===== config.mk =====
export PLATFORM = sky130hd
export DESIGN_NAME = mc_main_ctrl_flat
export DESIGN_NICKNAME = d
export VERILOG_FILES = /design/src/rtl/mc_main_ctrl_if.sv /design/src/rtl/mc_main_ctrl.sv /design/src/flat_wrapper.sv
export SDC_FILE = /design/constraint.sdc
export NUM_CORES = 1
export LEC_CHECK = 0
export ABC_AREA = 0
export CAP_MARGIN = 20
export CORE_MARGIN = 3
export CORE_UTILIZATION = 49
export DETAILED_ROUTE_END_ITERATION = 8
export HOLD_SLACK_MARGIN = 0.1
export PLACE_DENSITY = 0.9
export SYNTH_ARGS = -nofsm -noshare
export SYNTH_HDL_FRONTEND = slang
export SYNTH_SLANG_ARGS = --single-unit

===== constraint.sdc =====
create_clock -name clk -period 3.1 [get_ports clk]
set_clock_uncertainty 0.15 [all_clocks]
set_input_delay 0.62 -clock clk [delete_from_list [all_inputs] [get_ports clk]]
set_output_delay 0.62 -clock clk [all_outputs]
set_load 0.02 [all_outputs]

===== src/rtl/mc_main_ctrl_if.sv =====
// Control bundle between the multicycle main-control FSM and the datapath.
// The controller (master) consumes the opcode and the memory handshake.
// It drives every datapath enable, the ALU opcode class and the status pulses.
interface mc_main_ctrl_if;
    logic [5:0] op;
    logic       mem_ready;
    logic       pcwrite;
    logic       pcwritecond;
    logic       branch_ne;
    logic [1:0] pcsrc;
    logic       iord;
    logic       memread;
    logic       memwrite;
    logic       irwrite;
    logic       regdst;
    logic       memtoreg;
    logic       regwrite;
    logic       alusrca;
    logic [1:0] alusrcb;
    logic       zeroext;
    logic [2:0] aluop;
    logic       retire;
    logic       illegal_op;
    logic       mem_timeout;
    logic [3:0] state;

    // Controller side
    modport master (
        input  op, mem_ready,
        output pcwrite, pcwritecond, branch_ne, pcsrc, iord, memread, memwrite,
               irwrite, regdst, memtoreg, regwrite, alusrca, alusrcb, zeroext,
               aluop, retire, illegal_op, mem_timeout, state
    );

    // Datapath / memory side
    modport slave (
        output op, mem_ready,
        input  pcwrite, pcwritecond, branch_ne, pcsrc, iord, memread, memwrite,
               irwrite, regdst, memtoreg, regwrite, alusrca, alusrcb, zeroext,
               aluop, retire, illegal_op, mem_timeout, state
    );
endinterface


===== src/rtl/mc_main_ctrl.sv =====
// Multicycle MIPS main control FSM.
// Sequences fetch / decode / execute / memory / writeback per opcode and drives
// the datapath enables plus the 3-bit aluop consumed by the downstream ALU-control
// decoder. Memory states stall on mem_ready, bounded by an 8-bit wait counter.
// Enables are Moore-decoded from the state register (FETCH additionally qualifies
// irwrite/pcwrite with mem_ready). retire, illegal_op and mem_timeout are
// registered one-cycle pulses aligned with the return to FETCH.
module mc_main_ctrl #(
    parameter bit HAS_BNE      = 1'b1,
    parameter int MEM_WAIT_MAX = 255
) (
    input  logic          clk,
    input  logic          rst_n,
    mc_main_ctrl_if.master bus
);

    typedef enum logic [3:0] {
        S_RST    = 4'd0,
        S_FETCH  = 4'd1,
        S_DECODE = 4'd2,
        S_MEMADR = 4'd3,
        S_MEMRD  = 4'd4,
        S_MEMWB  = 4'd5,
        S_MEMWR  = 4'd6,
        S_EXEC   = 4'd7,
        S_RWB    = 4'd8,
        S_BRANCH = 4'd9,
        S_JUMP   = 4'd10,
        S_IEXEC  = 4'd11,
        S_IWB    = 4'd12
    } state_t;

    localparam logic [5:0] OP_R    = 6'b000000;
    localparam logic [5:0] OP_J    = 6'b000010;
    localparam logic [5:0] OP_BEQ  = 6'b000100;
    localparam logic [5:0] OP_BNE  = 6'b000101;
    localparam logic [5:0] OP_ADDI = 6'b001000;
    localparam logic [5:0] OP_ANDI = 6'b001100;
    localparam logic [5:0] OP_ORI  = 6'b001101;
    localparam logic [5:0] OP_LW   = 6'b100011;
    localparam logic [5:0] OP_SW   = 6'b101011;

    // The counter holds the number of stall cycles already spent, so the
    // MEM_WAIT_MAX-th stalled cycle is the one where it equals MEM_WAIT_MAX-1.
    localparam logic [7:0] WAIT_LAST = 8'(MEM_WAIT_MAX - 1);

    localparam logic [2:0] ALU_ADD   = 3'b000;
    localparam logic [2:0] ALU_SUB   = 3'b001;
    localparam logic [2:0] ALU_FUNCT = 3'b010;
    localparam logic [2:0] ALU_OR    = 3'b011;
    localparam logic [2:0] ALU_AND   = 3'b100;

    state_t     state_q, state_d;
    logic [7:0] wait_q, wait_d;
    logic       retire_q, retire_d;
    logic       illegal_q, illegal_d;
    logic       tmo_q, tmo_d;

    logic       mem_state;
    logic       stall;
    logic       limit_hit;

    // A memory state is stalled whenever its access has not completed this cycle.
    assign mem_state = (state_q == S_FETCH) || (state_q == S_MEMRD) || (state_q == S_MEMWR);
    assign stall     = mem_state && !bus.mem_ready;
    assign limit_hit = stall && (wait_q == WAIT_LAST);

    // Counter is zero outside a stall, so it restarts on every entry to a memory
    // state and after a timeout (which re-enters FETCH).
    assign wait_d = (stall && !limit_hit) ? (wait_q + 8'd1) : 8'd0;

    // Next-state and pulse-request logic
    always_comb begin
        state_d   = state_q;
        retire_d  = 1'b0;
        illegal_d = 1'b0;
        tmo_d     = 1'b0;
        case (state_q)
            S_RST: state_d = S_FETCH;
            S_FETCH: begin
                if (bus.mem_ready) begin
                    state_d = S_DECODE;
                end else if (limit_hit) begin
                    state_d = S_FETCH;
                    tmo_d   = 1'b1;
                end
            end
            S_DECODE: begin
                case (bus.op)
                    OP_LW, OP_SW:             state_d = S_MEMADR;
                    OP_R:                     state_d = S_EXEC;
                    OP_BEQ:                   state_d = S_BRANCH;
                    OP_J:                     state_d = S_JUMP;
                    OP_ADDI, OP_ORI, OP_ANDI: state_d = S_IEXEC;
                    OP_BNE: begin
                        if (HAS_BNE) begin
                            state_d = S_BRANCH;
                        end else begin
                            state_d   = S_FETCH;
                            illegal_d = 1'b1;
                        end
                    end
                    default: begin
                        state_d   = S_FETCH;
                        illegal_d = 1'b1;
                    end
                endcase
            end
            S_MEMADR: state_d = (bus.op == OP_SW) ? S_MEMWR : S_MEMRD;
            S_MEMRD: begin
                if (bus.mem_ready) begin
                    state_d = S_MEMWB;
                end else if (limit_hit) begin
                    state_d = S_FETCH;
                    tmo_d   = 1'b1;
                end
            end
            S_MEMWB: begin
                state_d  = S_FETCH;
                retire_d = 1'b1;
            end
            S_MEMWR: begin
                if (bus.mem_ready) begin
                    state_d  = S_FETCH;
                    retire_d = 1'b1;
                end else if (limit_hit) begin
                    state_d = S_FETCH;
                    tmo_d   = 1'b1;
                end
            end
            S_EXEC:  state_d = S_RWB;
            S_IEXEC: state_d = S_IWB;
            S_RWB, S_BRANCH, S_JUMP, S_IWB: begin
                state_d  = S_FETCH;
                retire_d = 1'b1;
            end
            default: state_d = S_FETCH;
        endcase
    end

    // State, wait counter and status pulses; async reset aborts any instruction
    always_ff @(posedge clk or negedge rst_n) begin
        if (!rst_n) begin
            state_q   <= S_RST;
            wait_q    <= 8'd0;
            retire_q  <= 1'b0;
            illegal_q <= 1'b0;
            tmo_q     <= 1'b0;
        end else begin
            state_q   <= state_d;
            wait_q    <= wait_d;
            retire_q  <= retire_d;
            illegal_q <= illegal_d;
            tmo_q     <= tmo_d;
        end
    end

    // Moore decode of the datapath enables from the current state
    always_comb begin
        bus.pcwrite     = 1'b0;
        bus.pcwritecond = 1'b0;
        bus.branch_ne   = 1'b0;
        bus.pcsrc       = 2'b00;
        bus.iord        = 1'b0;
        bus.memread     = 1'b0;
        bus.memwrite    = 1'b0;
        bus.irwrite     = 1'b0;
        bus.regdst      = 1'b0;
        bus.memtoreg    = 1'b0;
        bus.regwrite    = 1'b0;
        bus.alusrca     = 1'b0;
        bus.alusrcb     = 2'b00;
        bus.zeroext     = 1'b0;
        bus.aluop       = ALU_ADD;
        case (state_q)
            S_FETCH: begin
                bus.memread = 1'b1;
                bus.irwrite = bus.mem_ready;
                bus.pcwrite = bus.mem_ready;
                bus.alusrcb = 2'b01;
            end
            S_DECODE: bus.alusrcb = 2'b11;
            S_MEMADR: begin
                bus.alusrca = 1'b1;
                bus.alusrcb = 2'b10;
            end
            S_MEMRD: begin
                bus.memread = 1'b1;
                bus.iord    = 1'b1;
            end
            S_MEMWB: begin
                bus.memtoreg = 1'b1;
                bus.regwrite = 1'b1;
            end
            S_MEMWR: begin
                bus.memwrite = 1'b1;
                bus.iord     = 1'b1;
            end
            S_EXEC: begin
                bus.alusrca = 1'b1;
                bus.aluop   = ALU_FUNCT;
            end
            S_RWB: begin
                bus.regdst   = 1'b1;
                bus.regwrite = 1'b1;
            end
            S_BRANCH: begin
                bus.alusrca     = 1'b1;
                bus.aluop       = ALU_SUB;
                bus.pcwritecond = 1'b1;
                bus.pcsrc       = 2'b01;
                bus.branch_ne   = (bus.op == OP_BNE);
            end
            S_JUMP: begin
                bus.pcwrite = 1'b1;
                bus.pcsrc   = 2'b10;
            end
            S_IEXEC: begin
                bus.alusrca = 1'b1;
                bus.alusrcb = 2'b10;
                case (bus.op)
                    OP_ORI: begin
                        bus.aluop   = ALU_OR;
                        bus.zeroext = 1'b1;
                    end
                    OP_ANDI: begin
                        bus.aluop   = ALU_AND;
                        bus.zeroext = 1'b1;
                    end
                    default: bus.aluop = ALU_ADD;
                endcase
            end
            S_IWB: bus.regwrite = 1'b1;
            default: ;
        endcase
    end

    assign bus.retire      = retire_q;
    assign bus.illegal_op  = illegal_q;
    assign bus.mem_timeout = tmo_q;
    assign bus.state       = state_q;

endmodule


===== src/flat_wrapper.sv =====
// flat-port wrapper written by rule: the top's interface ports become plain ports
module mc_main_ctrl_flat 
#(
    parameter bit HAS_BNE      = 1'b1,
    parameter int MEM_WAIT_MAX = 255
)
  (clk, rst_n, bus_op, bus_mem_ready, bus_pcwrite, bus_pcwritecond, bus_branch_ne, bus_pcsrc, bus_iord, bus_memread, bus_memwrite, bus_irwrite, bus_regdst, bus_memtoreg, bus_regwrite, bus_alusrca, bus_alusrcb, bus_zeroext, bus_aluop, bus_retire, bus_illegal_op, bus_mem_timeout, bus_state);
  mc_main_ctrl_if bus_i ();
  input  logic clk;
  input  logic rst_n;
  input wire logic [$bits(bus_i.op)-1:0] bus_op;
  input wire logic [$bits(bus_i.mem_ready)-1:0] bus_mem_ready;
  output wire logic [$bits(bus_i.pcwrite)-1:0] bus_pcwrite;
  output wire logic [$bits(bus_i.pcwritecond)-1:0] bus_pcwritecond;
  output wire logic [$bits(bus_i.branch_ne)-1:0] bus_branch_ne;
  output wire logic [$bits(bus_i.pcsrc)-1:0] bus_pcsrc;
  output wire logic [$bits(bus_i.iord)-1:0] bus_iord;
  output wire logic [$bits(bus_i.memread)-1:0] bus_memread;
  output wire logic [$bits(bus_i.memwrite)-1:0] bus_memwrite;
  output wire logic [$bits(bus_i.irwrite)-1:0] bus_irwrite;
  output wire logic [$bits(bus_i.regdst)-1:0] bus_regdst;
  output wire logic [$bits(bus_i.memtoreg)-1:0] bus_memtoreg;
  output wire logic [$bits(bus_i.regwrite)-1:0] bus_regwrite;
  output wire logic [$bits(bus_i.alusrca)-1:0] bus_alusrca;
  output wire logic [$bits(bus_i.alusrcb)-1:0] bus_alusrcb;
  output wire logic [$bits(bus_i.zeroext)-1:0] bus_zeroext;
  output wire logic [$bits(bus_i.aluop)-1:0] bus_aluop;
  output wire logic [$bits(bus_i.retire)-1:0] bus_retire;
  output wire logic [$bits(bus_i.illegal_op)-1:0] bus_illegal_op;
  output wire logic [$bits(bus_i.mem_timeout)-1:0] bus_mem_timeout;
  output wire logic [$bits(bus_i.state)-1:0] bus_state;
  assign bus_i.op = bus_op;
  assign bus_i.mem_ready = bus_mem_ready;
  assign bus_pcwrite = bus_i.pcwrite;
  assign bus_pcwritecond = bus_i.pcwritecond;
  assign bus_branch_ne = bus_i.branch_ne;
  assign bus_pcsrc = bus_i.pcsrc;
  assign bus_iord = bus_i.iord;
  assign bus_memread = bus_i.memread;
  assign bus_memwrite = bus_i.memwrite;
  assign bus_irwrite = bus_i.irwrite;
  assign bus_regdst = bus_i.regdst;
  assign bus_memtoreg = bus_i.memtoreg;
  assign bus_regwrite = bus_i.regwrite;
  assign bus_alusrca = bus_i.alusrca;
  assign bus_alusrcb = bus_i.alusrcb;
  assign bus_zeroext = bus_i.zeroext;
  assign bus_aluop = bus_i.aluop;
  assign bus_retire = bus_i.retire;
  assign bus_illegal_op = bus_i.illegal_op;
  assign bus_mem_timeout = bus_i.mem_timeout;
  assign bus_state = bus_i.state;
  mc_main_ctrl #(.HAS_BNE(HAS_BNE), .MEM_WAIT_MAX(MEM_WAIT_MAX)) u_core (.clk(clk), .rst_n(rst_n), .bus(bus_i));
endmodule

==> qor.csv <==
metric,value,unit
status,"finished, final reports clean",
grt_pass1_vias,1075,
placed_cells,191,
fin_crit_sh,93.9,%
firstDrtPassIters,4,
drt-initial-drc-count,45,
synthesis.area,0.00107,mm2
maxCapViolCount,0,
synth_most_common_cell,nor2_1,
initial_core_util,53.0,%
via_per_inst,5.66,
max_slew_margin,56.4,%
fmax,343,MHz
fin_crit,2.91,ns
ys_warn_count,0,
ys_seq_area_share,35.0,%
required,2.33,ns
cp.buffers_inverters,2,
finalHoldViolations,0,
grt_pass1_wl,5030,um
num-nets-final,180,
vias,1103,
antenna_cells,0,
holdWs,0.412,ns
route.detailed.drc,0,
overflow,0,
drive_gt1_share,14.3,%
yosysTopAreaCell,dfrtp_1,
power_density,742,mW/mm2
setup_violations,0,
synth_edf_count,0,
crit_path_top_delay_cell,clkdlybuf4s50_1,
syn_to_final_growth,43.1,%
core,0.00202,mm2
final-instance-count-excl-fill,195,
critical_path_class,register to primary output,
hpwl,2250,um
io_buffer_count,34,
synth.area.top_cells,"dfrtp_1 (35%), nor2_1 (7.7%), xor2_1 (4.1%)",
die_w,52.8,um
gp_congestion,0.867,
regArea,377,um2
maxSlewViolCount,0,
yosysUniqueCellTypes,43,
crit_fanout,14,
cts_htree_levels,1,
clockBufferDepth,2,
clk_pin_slew,0.09,ns
async_reset_ff_share,100,%
dpl_worst_slack,-0.156,ns
fin_ws,0.188,ns
tightest_slew,0.652,ns
syn_nets,134,
synth_area_per_cell,8.72,um2
rsz0062_at_grt,no,
worst_setup_path_start_kind,register,
synth-seq-cells,15,
hold_class,register to register,
synth_top_area_share,35.0,%
crit_path_cell_trace,"buf_4, nor2_1, and3_1, or2_2, clkdlybuf4s50_1",
cts_hold_buffers,0,
die_area,0.00279,mm2
critical_path.endpoint_type,primary output,
ios,35,
drt-total-wl,2920,um
die_y,52.8,um
grt_max_degree,16,
rows,16,
synth_ff_type,dfrtp_1,
grt_use_total,24.9,%
fillers,146,
antenna_left,0,
ir_worst_vdd,0.000573,V
clock_latency,0.28,ns
cts_sinks,15,
multi_input_area,649,um2
synth_cells,123,
cts_tree,built,
clockRootBuffer,clkbuf_4,
cp_top_family,buffers and inverters,
leakagePower,0.693,nW
antenna_found_initial,0,
crit_arrival,2.14,ns
wire_per_inst,15.0,um
cts_inserted_buffers,3,
max_stage_delay,0.59,ns
synthTopCellsByCount,"nor2_1 (22), dfrtp_1 (15), a21oi_1 (7), nand2_1 (6)",
[per-layer routing]
layer,track usage (%),wire (um),vias up
li1,-,-,533
met1,33.5,1290,519
met2,38.4,1390,47
met3,6.55,216,4
met4,8.09,27,0
met5,0,0,-
[final cells by class]
cell class                 count  area share [%]
multi-input combinational     98            42.3
timing repair buffer          46            27.9
sequential                    15            24.6
tap                           27            2.20
clock buffer                   3            1.47
inverter                       5            1.22
clock inverter                 1           0.326
[worst register-to-register path: cells and delay by family, from the launching register on]
family          cells  cell delay, ns
compound gates      1            0.49
simple gates        3            0.46
flops               1            0.63
[worst paths after layout]
path | start | to | slack (ns) | cells after the start
worst max register to register | u_core.bus.state[1]$_DFF_PN0_ | u_core.wait_q[6]$_DFF_PN0_ | 1.24 | 4
worst min-delay path | u_core.wait_q[0]$_DFF_PN0_ | u_core.wait_q[0]$_DFF_PN0_ | 0.41 | 1
max in group asynchronous | rst_n | u_core.bus.state[0]$_DFF_PN0_ | 1.76 | 1
worst min register to register | u_core.wait_q[0]$_DFF_PN0_ | u_core.wait_q[0]$_DFF_PN0_ | 0.41 | 1
worst max-delay path | u_core.bus.state[3]$_DFF_PN0_ | bus_pcwrite | 0.19 | 5
min in group asynchronous | rst_n | u_core.bus.retire$_DFF_PN0_ | 0.58 | 1
[per-stage QoR]
| step | area (um2) | util, % | TNS (ns) | total power (W) |
|---|---|---|---|---|
| floorplan | 1070 | - | 0 | 0.000739 |
| global placement | 1490 | 73.8 | -0.276 | 0.00101 |
| detailed placement | 1490 | 73.8 | -0.583 | 0.00102 |
| CTS | 1530 | 75.7 | 0 | 0.00114 |
| global route | 1530 | 75.9 | 0 | 0.00123 |
| finish | 1530 | 75.9 | 0 | 0.00114 |
[report_power, final]
| part | internal (W) | leakage, nW | switching, W |
|---|---|---|---|
| logic | 0.000320 | 0.473 | 0.000405 |
| registers | 0.000235 | 0.202 | 0.0000677 |
| clock network | 0.0000480 | 0.0177 | 0.0000623 |
[registers in the layout (all words and copies together), names as in the netlist]
name,flops
u_core.wait_q,8
u_core.bus.illegal_op,1
u_core.bus.retire,1
u_core.bus.mem_timeout,1
u_core.bus.state,4
[logic make-up (layout without fill, tap and decap cells)]
group                    count (synthesis)  count (layout)  synth area share, %
AO/OA/AOI/OAI                           27              27                 18.8
XOR/XNOR                                 7               7                 5.72
adder cells (fa/ha/maj)                  2               2                 2.33
buffers and inverters                   10              55                 5.83
flip-flops                              15              15                 35.0
multiplexers                             2               2                 2.33
AND/OR/NAND/NOR                         60              60                 30.0
[timing repair]
item                       CTS  global route
setup buffers                0             0
gates resized for setup      6             2
setup endpoints to repair    5             2
cloned                       0             0
[cells in the final DEF, fill, tap and decap left out, types with 3 or more instances in the layout]
cell             count
inv_1                5
nor2b_1              3
xor2_1               5
nor3_1               4
dfrtp_1             14
clkdlybuf4s50_1     29
nor2_1              22
nand3_1              4
a21oi_1              7
buf_4               12
nand2b_1             4
nand2_1              6
clkbuf_4             3
a31oi_1              3
and3_1               3
o21ai_0              4
dlygate4sd2_1        4
(Power assumes the default switching activity.)
